File: src/rtl/array_0_access_ctrl.sv
`default_nettype none
// ============================================================================
//  Module   : array_0_access_ctrl
//  Purpose  : Access controller in front of the 32x25 masked SRAM macro
//             array_0_ext. After reset it sweeps INIT_VALUE into every entry,
//             then serves independent write and read requests. The macro's
//             one-cycle read becomes a registered, back-pressurable response.
//  Ports    : clock, reset_n        - clock, async active-low reset
//             init_done             - clear sweep finished
//             wr_*                  - write request (valid/ready)
//             rd_req_*              - read request (valid/ready)
//             rd_resp_*             - read response (valid/ready)
//             sram_r_* / sram_w_*   - macro R0 / W0 ports
//  Revision : 1.0 - initial release
// ============================================================================
module array_0_access_ctrl #(
    parameter int                 DEPTH      = 32,
    parameter int                 ADDR_W     = 5,
    parameter int                 DATA_W     = 25,
    parameter logic [DATA_W-1:0]  INIT_VALUE = '0
) (
    input  logic              clock,
    input  logic              reset_n,
    output logic              init_done,
    input  logic              wr_valid,
    output logic              wr_ready,
    input  logic [ADDR_W-1:0] wr_addr,
    input  logic [DATA_W-1:0] wr_data,
    input  logic              rd_req_valid,
    output logic              rd_req_ready,
    input  logic [ADDR_W-1:0] rd_req_addr,
    output logic              rd_resp_valid,
    input  logic              rd_resp_ready,
    output logic [DATA_W-1:0] rd_resp_data,
    output logic              sram_r_en,
    output logic [ADDR_W-1:0] sram_r_addr,
    input  logic [DATA_W-1:0] sram_r_data,
    output logic              sram_w_en,
    output logic [ADDR_W-1:0] sram_w_addr,
    output logic [DATA_W-1:0] sram_w_data,
    output logic              sram_w_mask
);

    typedef enum logic [0:0] {
        ST_INIT = 1'b0,
        ST_RUN  = 1'b1
    } state_e;

    localparam logic [ADDR_W-1:0] LAST_ADDR = ADDR_W'(DEPTH - 1);

    state_e              state_q, state_d;
    logic [ADDR_W-1:0]   cnt_q, cnt_d;

    logic                s1_valid_q, s1_valid_d;
    logic [ADDR_W-1:0]   s1_addr_q, s1_addr_d;
    logic                s1_fwd_valid_q, s1_fwd_valid_d;
    logic [DATA_W-1:0]   s1_fwd_data_q, s1_fwd_data_d;

    logic                resp_valid_q, resp_valid_d;
    logic [DATA_W-1:0]   resp_data_q, resp_data_d;

    logic                w_run;
    logic                w_init_active;
    logic                w_out_free;
    logic                w_rd_fire;
    logic                w_wr_fire;
    logic                w_s1_adv;

    // ------------------------------------------------------------------------
    // Control FSM: INIT sweeps the array once, RUN is held until reset.
    // ------------------------------------------------------------------------
    always_ff @(posedge clock or negedge reset_n) begin
        if (!reset_n) begin
            state_q <= ST_INIT;
            cnt_q   <= '0;
        end else begin
            state_q <= state_d;
            cnt_q   <= cnt_d;
        end
    end

    always_comb begin
        state_d = state_q;
        cnt_d   = cnt_q;
        if (state_q == ST_INIT) begin
            if (cnt_q == LAST_ADDR) begin
                state_d = ST_RUN;
            end else begin
                cnt_d = cnt_q + 1'b1;
            end
        end
    end

    assign w_run     = (state_q == ST_RUN);
    assign init_done = w_run;

    // The sweep write is qualified with reset_n so the macro sees no write
    // while reset is held, even though the FSM already sits in INIT.
    assign w_init_active = (state_q == ST_INIT) && reset_n;

    // ------------------------------------------------------------------------
    // Handshakes
    // ------------------------------------------------------------------------
    assign w_out_free   = !resp_valid_q || rd_resp_ready;
    assign wr_ready     = w_run;
    assign rd_req_ready = w_run && (!s1_valid_q || w_out_free);
    assign w_wr_fire    = wr_valid && wr_ready;
    assign w_rd_fire    = rd_req_valid && rd_req_ready;
    assign w_s1_adv     = s1_valid_q && w_out_free;

    // ------------------------------------------------------------------------
    // Macro ports
    // ------------------------------------------------------------------------
    assign sram_w_en   = w_init_active || w_wr_fire;
    assign sram_w_addr = w_init_active ? cnt_q : wr_addr;
    assign sram_w_data = w_init_active ? INIT_VALUE : wr_data;
    assign sram_w_mask = 1'b1;

    // Read enable only on an accepted request: while s1 is stalled the macro
    // keeps its latched address and sram_r_data stays put.
    assign sram_r_en   = w_rd_fire;
    assign sram_r_addr = rd_req_addr;

    // ------------------------------------------------------------------------
    // Read pipeline: s1 (address in flight) -> output register
    // ------------------------------------------------------------------------
    always_comb begin
        s1_valid_d     = s1_valid_q;
        s1_addr_d      = s1_addr_q;
        s1_fwd_valid_d = s1_fwd_valid_q;
        s1_fwd_data_d  = s1_fwd_data_q;
        resp_valid_d   = resp_valid_q;
        resp_data_d    = resp_data_q;

        if (w_s1_adv) begin
            resp_valid_d = 1'b1;
            resp_data_d  = s1_fwd_valid_q ? s1_fwd_data_q : sram_r_data;
        end else if (w_out_free) begin
            resp_valid_d = 1'b0;
        end

        if (w_rd_fire) begin
            // Same-cycle write to this address is write-first in the macro,
            // so a fresh s1 never needs forwarding.
            s1_valid_d     = 1'b1;
            s1_addr_d      = rd_req_addr;
            s1_fwd_valid_d = 1'b0;
        end else if (w_s1_adv) begin
            s1_valid_d     = 1'b0;
            s1_fwd_valid_d = 1'b0;
        end else if (s1_valid_q && w_wr_fire && (wr_addr == s1_addr_q)) begin
            // The macro's read data was captured before this write; hold the
            // newer value aside so the stalled response is not stale.
            s1_fwd_valid_d = 1'b1;
            s1_fwd_data_d  = wr_data;
        end
    end

    always_ff @(posedge clock or negedge reset_n) begin
        if (!reset_n) begin
            s1_valid_q     <= 1'b0;
            s1_addr_q      <= '0;
            s1_fwd_valid_q <= 1'b0;
            s1_fwd_data_q  <= '0;
            resp_valid_q   <= 1'b0;
            resp_data_q    <= '0;
        end else begin
            s1_valid_q     <= s1_valid_d;
            s1_addr_q      <= s1_addr_d;
            s1_fwd_valid_q <= s1_fwd_valid_d;
            s1_fwd_data_q  <= s1_fwd_data_d;
            resp_valid_q   <= resp_valid_d;
            resp_data_q    <= resp_data_d;
        end
    end

    assign rd_resp_valid = resp_valid_q;
    assign rd_resp_data  = resp_data_q;

endmodule
`default_nettype wire

File: config.mk
export PLATFORM = sky130hd
export DESIGN_NAME = array_0_access_ctrl
export DESIGN_NICKNAME = d
export VERILOG_FILES = /design/src/rtl/array_0_access_ctrl.sv
export SDC_FILE = /design/constraint.sdc
export NUM_CORES = 1
export LEC_CHECK = 0
export CAP_MARGIN = 0
export CELL_PAD_IN_SITES_DETAIL_PLACEMENT = 1
export CELL_PAD_IN_SITES_GLOBAL_PLACEMENT = 2
export CORE_MARGIN = 2
export CORE_UTILIZATION = 25
export CTS_BUF_LIST = sky130_fd_sc_hd__clkbuf_8 sky130_fd_sc_hd__clkbuf_16
export CTS_CLUSTER_SIZE = 16
export DETAILED_ROUTE_END_ITERATION = 12
export PLACE_DENSITY = 0.76
export SETUP_SLACK_MARGIN = 0.4
export SYNTH_ARGS = -nofsm -noshare
export SYNTH_HDL_FRONTEND = slang
export SYNTH_SLANG_ARGS = --single-unit
File: constraint.sdc
create_clock -name clock -period 2.5 [get_ports clock]
set_input_delay 0.5 -clock clock [delete_from_list [all_inputs] [get_ports clock]]
set_output_delay 0.5 -clock clock [all_outputs]
set_load 0.03 [all_outputs]
# Word-level counts from Yosys, hierarchy flattened
# Index checks and enable logic that the tools add are counted.
# Widths: inputs -> output; s select.
[totals] wordCells=44 in_bits=65 reg_bits=64 out_inout_bits=67
[classes] bitwise_logic=4 n_reduce_logical=17 n_addsub=1 n_eq_ne=2 muxes=12
[op_table] cell="$mux 25" n=2
[op_table] cell="$mux 1" n=9
[op_table] cell="$logic_and 1x1->1" n=7
[op_table] cell="$add 5x1->5 const B" n=1
[op_table] cell="$eq 5x5->1" n=1
[op_table] cell="$eq 5x5->1 const B" n=1
[op_table] cell="$mux 5" n=1
[op_table] cell="$not 1->1" n=4
[op_table] cell="$reduce_bool 2->1" n=2
[op_table] cell="$logic_or 1x1->1" n=3
[op_table] cell="$reduce_and 3->1" n=1
[op_table] cell="$reduce_bool 3->1" n=1
[op_table] cell="$logic_not 1->1" n=2
[op_table] cell="$reduce_and 2->1" n=1

# Depth between registers and ports, before layout
[logic_depth] depth_word=7 ltp_mapped=6 mapped_depth_nobuf=6

# Worst setup path before layout
# OpenSTA, ideal clock, no wires.
[synth_path] kind="register to register" startpoint="reg state_q (netlist: init_done)" endpoint="reg s1_fwd_data_q[10]" setup_time_ps=125 arrival_time_ps=2054 path_slack_ps=321 path_stages_with_launch=6 period_less_slack_ps=2179 path_cell_list="dfrtp_1 > nand2_1 > or4_4 > nor3_4 > buf_6 > mux2_2"
[synth_via] elab_chain_len=4 elab_cells_between_ends=7 cone_classes="bitwise (1); reduce/logical (6)"
[synth_lines] item="from (decl)" line_no="51" source="state_e state_q, state_d;"
[synth_lines] item="from (signal assigned)" line_no="77" source="state_q <= state_d;"
[synth_lines] item="$logic_and 1x1->1, on equally long branches" line_no="107, 106"
[synth_lines] item="$logic_and 1x1->1, on equally long branches" line_no="151, 108"
[synth_lines] item="$logic_and 1x1->1 / $not 1->1 (equally long branches)"
[synth_lines] item="$reduce_and 3->1 (no source line) *"
[synth_lines] item="to (signal assigned)" line_no="171" source="s1_fwd_data_q <= s1_fwd_data_d;"
[synth_lines] item="to (decl)" line_no="57" source="logic [DATA_W-1:0] s1_fwd_data_q, s1_fwd_data_d;"
# Mark *: on every way between the ends. The rest lies on a longest branch, timed or not.
# A chain may end at the register's enable or synchronous reset.

# Worst setup path in the final report
[layout_path] startpoint="reg state_q (netlist: init_done)" endpoint="reg s1_fwd_data_q[2]"
# Same word-level chain as after synthesis.

==> results by group <==
Worst hold path
  – Worst min path class: primary input to asynchronous set/reset pin

Route
  – 1st-pass router iterations: 4
  – Vias/cell: 4.34
  – Via count: 2,354
  – DRC Markers: 0
  – Routed Antenna Nets: 0
  – Total Routed Length: 8.81 mm
  – 1st-iter DRT viols: 53
  – WL/cell: 16.2 µm

Setup path
  – Critical-path maximum fanout: 6
  – CP required: 2700 ps
  – Family with the most delay on the worst path: simple AND/OR/NAND/NOR gates
  – CP Cell Sequence: buf_4, nand2_1, or4_4, nor3_4, buf_4, buf_6, buf_16, mux2_4
  – Number of cells on the critical path: 8
  – CP Capture Type: flip-flop
  – CP arrival: 2270 ps
  – Most used cell along the critical path: buf_4
  – Slowest CP cell: or4_4
  – CP peak stage delay: 540 ps
  – Worst reg-to-reg path cell count: 8
  – Critical path type: flip-flop to flip-flop
  – Critical Path Source Type: flip-flop
  – CP bufs+invs: 4

Clock network
  – CTS root buffer: clkbuf_16
  – Clock Latency Late Sink: 320 ps
  – TritonCTS Buffers: 9
  – CTS tree: yes
  – H-tree depth: 3
  – Worst-path clk slew: 60 ps
  – Longest Clk Path Bufs: 2
  – Clock sink count: 64
  – CTS hold repair buffers: 0

Power and ir drop
  – Pleak: 2.12 nW
  – Seq pwr share: 0.370
  – Clk pwr share: 0.400
  – Sw Ratio: 0.276
  – PwrDens: 655 nW/µm²
  – Internal Power: 0.00237 W
  – Psw: 0.000900 W
  – Combinational Power Share: 0.230
  – Peak VDD IR: 281 µV

Timing
  – Fin crit period: 2070 ps
  – Final setup violation count: 0
  – Fin Hold WS: 413 ps
  – Relative slew slack: 0.441
  – Tcrit/Tclk final: 0.828
  – Top achievable clock speed: 483 MHz
  – Final Max Tran Viols: 0
  – Clock skew: 7.26 ps
  – RSZ-0062 raised after global routing: yes
  – Worst slew pin tran: 838 ps
  – Hold Fails Final Rpt: 0

GRT
  – Gr ovfl total: 0
  – First-pass GRT wire length: 14.3 mm
  – Initial antenna violation count: 0
  – Pin count of the biggest net entering global routing: 65
  – Number of global-route vias before repair: 2,671
  – Total track usage: 0.143

Floorplan
  – Rows: 39
  – Io pins: 132
  – Die Height: 113 µm
  – Die width: 113 µm
  – Core box area: 11,600 µm²
  – Starting density of the core: 0.259
  – Die Footprint: 12,900 µm²

Synth
  – Synth Cell Area: 3000 µm²
  – EDFF count, synth: 0
  – Syn_nets: 322
  – Yosys top cell by area: dfrtp_1
  – Synth area leaders: dfrtp_1 53%, mux2_2 14%, mux2i_1 8.4%
  – Top FF cell, synth: dfrtp_1
  – Synth Register Bits: 64
  – Post-synth cell types: 26
  – Post-synth top area share: 0.534
  – Yosys warning count: 0
  – Seq/Total Area, Yosys: 0.534
  – Syn_area_per_cell: 11.8 µm²
  – Post-Synthesis Cells: 255
  – FFs w/ async S/R, synth: 1.00

Layout
  – Layout cells sized above 1: 0.283
  – Utilization after layout: 0.431
  – Diodes inserted: 0
  – Syn-to-layout area delta: 66.3%
  – Nets: 462

Run status
  – Status: finished clean

Placed design
  – Hpwl dp: 6.00 mm
  – Input/output buffers: 130
  – Placer Congestion: 0.687

Flow run
  – Maxcap violations: 0
[layout make-up]
class,instances,area (µm²)
Tap cell,143,179
Clock buffer,9,225
Sequential cell,64,1600
Timing Repair Buffer,150,1530
Inverter,1,3.75
Multi-Input combinational cell,169,1350
Clock inverter,7,88.8
Fill cell,1263,6580
[cells in the mapped netlist, types with 2 or more instances]
cell,n
nor2_1,2
xnor2_1,4
clkbuf_1,10
buf_4,7
buf_6,2
mux2_2,37
nand2_1,32
o21ai_0,25
xor2_1,4
nand2b_1,3
dfrtp_1,64
and2_1,26
ha_1,2
mux2i_1,25
[state kept, by name, summed over array words and instances (netlist names)]
| signal | count |
|---|---|
| s1_valid_q | 1 |
| s1_addr_q | 5 |
| s1_fwd_data_q | 25 |
| rd_resp_data | 25 |
| cnt_q | 5 |
| rd_resp_valid | 1 |
| s1_fwd_valid_q | 1 |
| init_done | 1 |
[timing repair]
item / 4_1_cts / 5_1_grt
setup endpoints to repair: 60 / 48
gates resized for setup: 124 / 13
pin swaps: 3 / 1
buffers inserted: 6 / 0
gates cloned: 3 / 0
[worst register-to-register path: stages (launching register included)]
cell	delay (ps)
dfrtp_2	350
buf_4	130
nand2_1	80
or4_4	540
nor3_4	160
buf_4	140
buf_6	120
buf_16	150
mux2_4	300
[cells in the final DEF (no fill, tap or decap), types with 3 or more instances in the layout]
cell,instances
nand2_1,31
mux2_2,18
buf_6,4
clkdlybuf4s15_2,21
buf_16,3
and2_1,26
dfrtp_1,62
mux2_4,19
clkbuf_2,3
clkdlybuf4s50_1,87
buf_12,3
xnor2_1,4
buf_4,15
o21ai_0,25
mux2i_1,25
xor2_1,4
dlygate4sd2_1,7
buf_2,5
inv_1,3
clkbuf_16,9
[path summary, 6_finish.rpt]
check,end,slack [ps],from
max,s1_fwd_data_q[2]$_DFFE_PN0P_,430,init_done$_DFF_PN0_
min reg2reg,rd_resp_data[22]$_DFFE_PN0P_,480,rd_resp_data[22]$_DFFE_PN0P_
min,s1_fwd_data_q[15]$_DFFE_PN0P_,410,reset_n
max reg2reg,s1_fwd_data_q[2]$_DFFE_PN0P_,430,init_done$_DFF_PN0_
min in group clock,rd_resp_data[22]$_DFFE_PN0P_,480,rd_resp_data[22]$_DFFE_PN0P_
max in group asynchronous,s1_fwd_valid_q$_DFFE_PN0P_,1520,reset_n
[cell families after synthesis]
| group | synth area share |
|---|---|
| XOR/XNOR | 0.0234 |
| flip-flops | 0.534 |
| other | 0.00125 |
| AO/OA/AOI/OAI | 0.0455 |
| AND/OR/NAND/NOR | 0.123 |
| adder cells (fa/ha/maj) | 0.00835 |
| buffers and inverters | 0.0418 |
| multiplexers | 0.223 |
[per-stage QoR]
step	setup slack [ps]	cell area, µm²	setup TNS, ps	instances	total power [W]
floorplan	430	3000	0	255	0.00159
global placement	-5.61	4460	-90.4	518	0.00197
detailed placement	-36.9	4460	-620	518	0.00198
CTS	336	5000	0	543	0.00332
global route	347	4980	0	543	0.00343
finish	430	4980	0	543	0.00327
[power groups by stage]
stage / sequential (W) / clock, W / combinational (W)
floorplan: 0.00135 / 0 / 0.000244
global placement: 0.00122 / 0 / 0.000744
detailed placement: 0.00123 / 0 / 0.000753
CTS: 0.00121 / 0.00135 / 0.000765
global route: 0.00123 / 0.00140 / 0.000805
finish: 0.00121 / 0.00131 / 0.000750
[metal layers]
metal / global-route usage / part of all wire / up-vias
met5: 0 / 0 / -
met4: 0.0366 / 0.0070 / 0
met3: 0.0340 / 0.046 / 8
met2: 0.242 / 0.49 / 72
met1: 0.186 / 0.45 / 1135
li1: - / - / 1139
No activity file was read; power rests on OpenSTA's default activity.
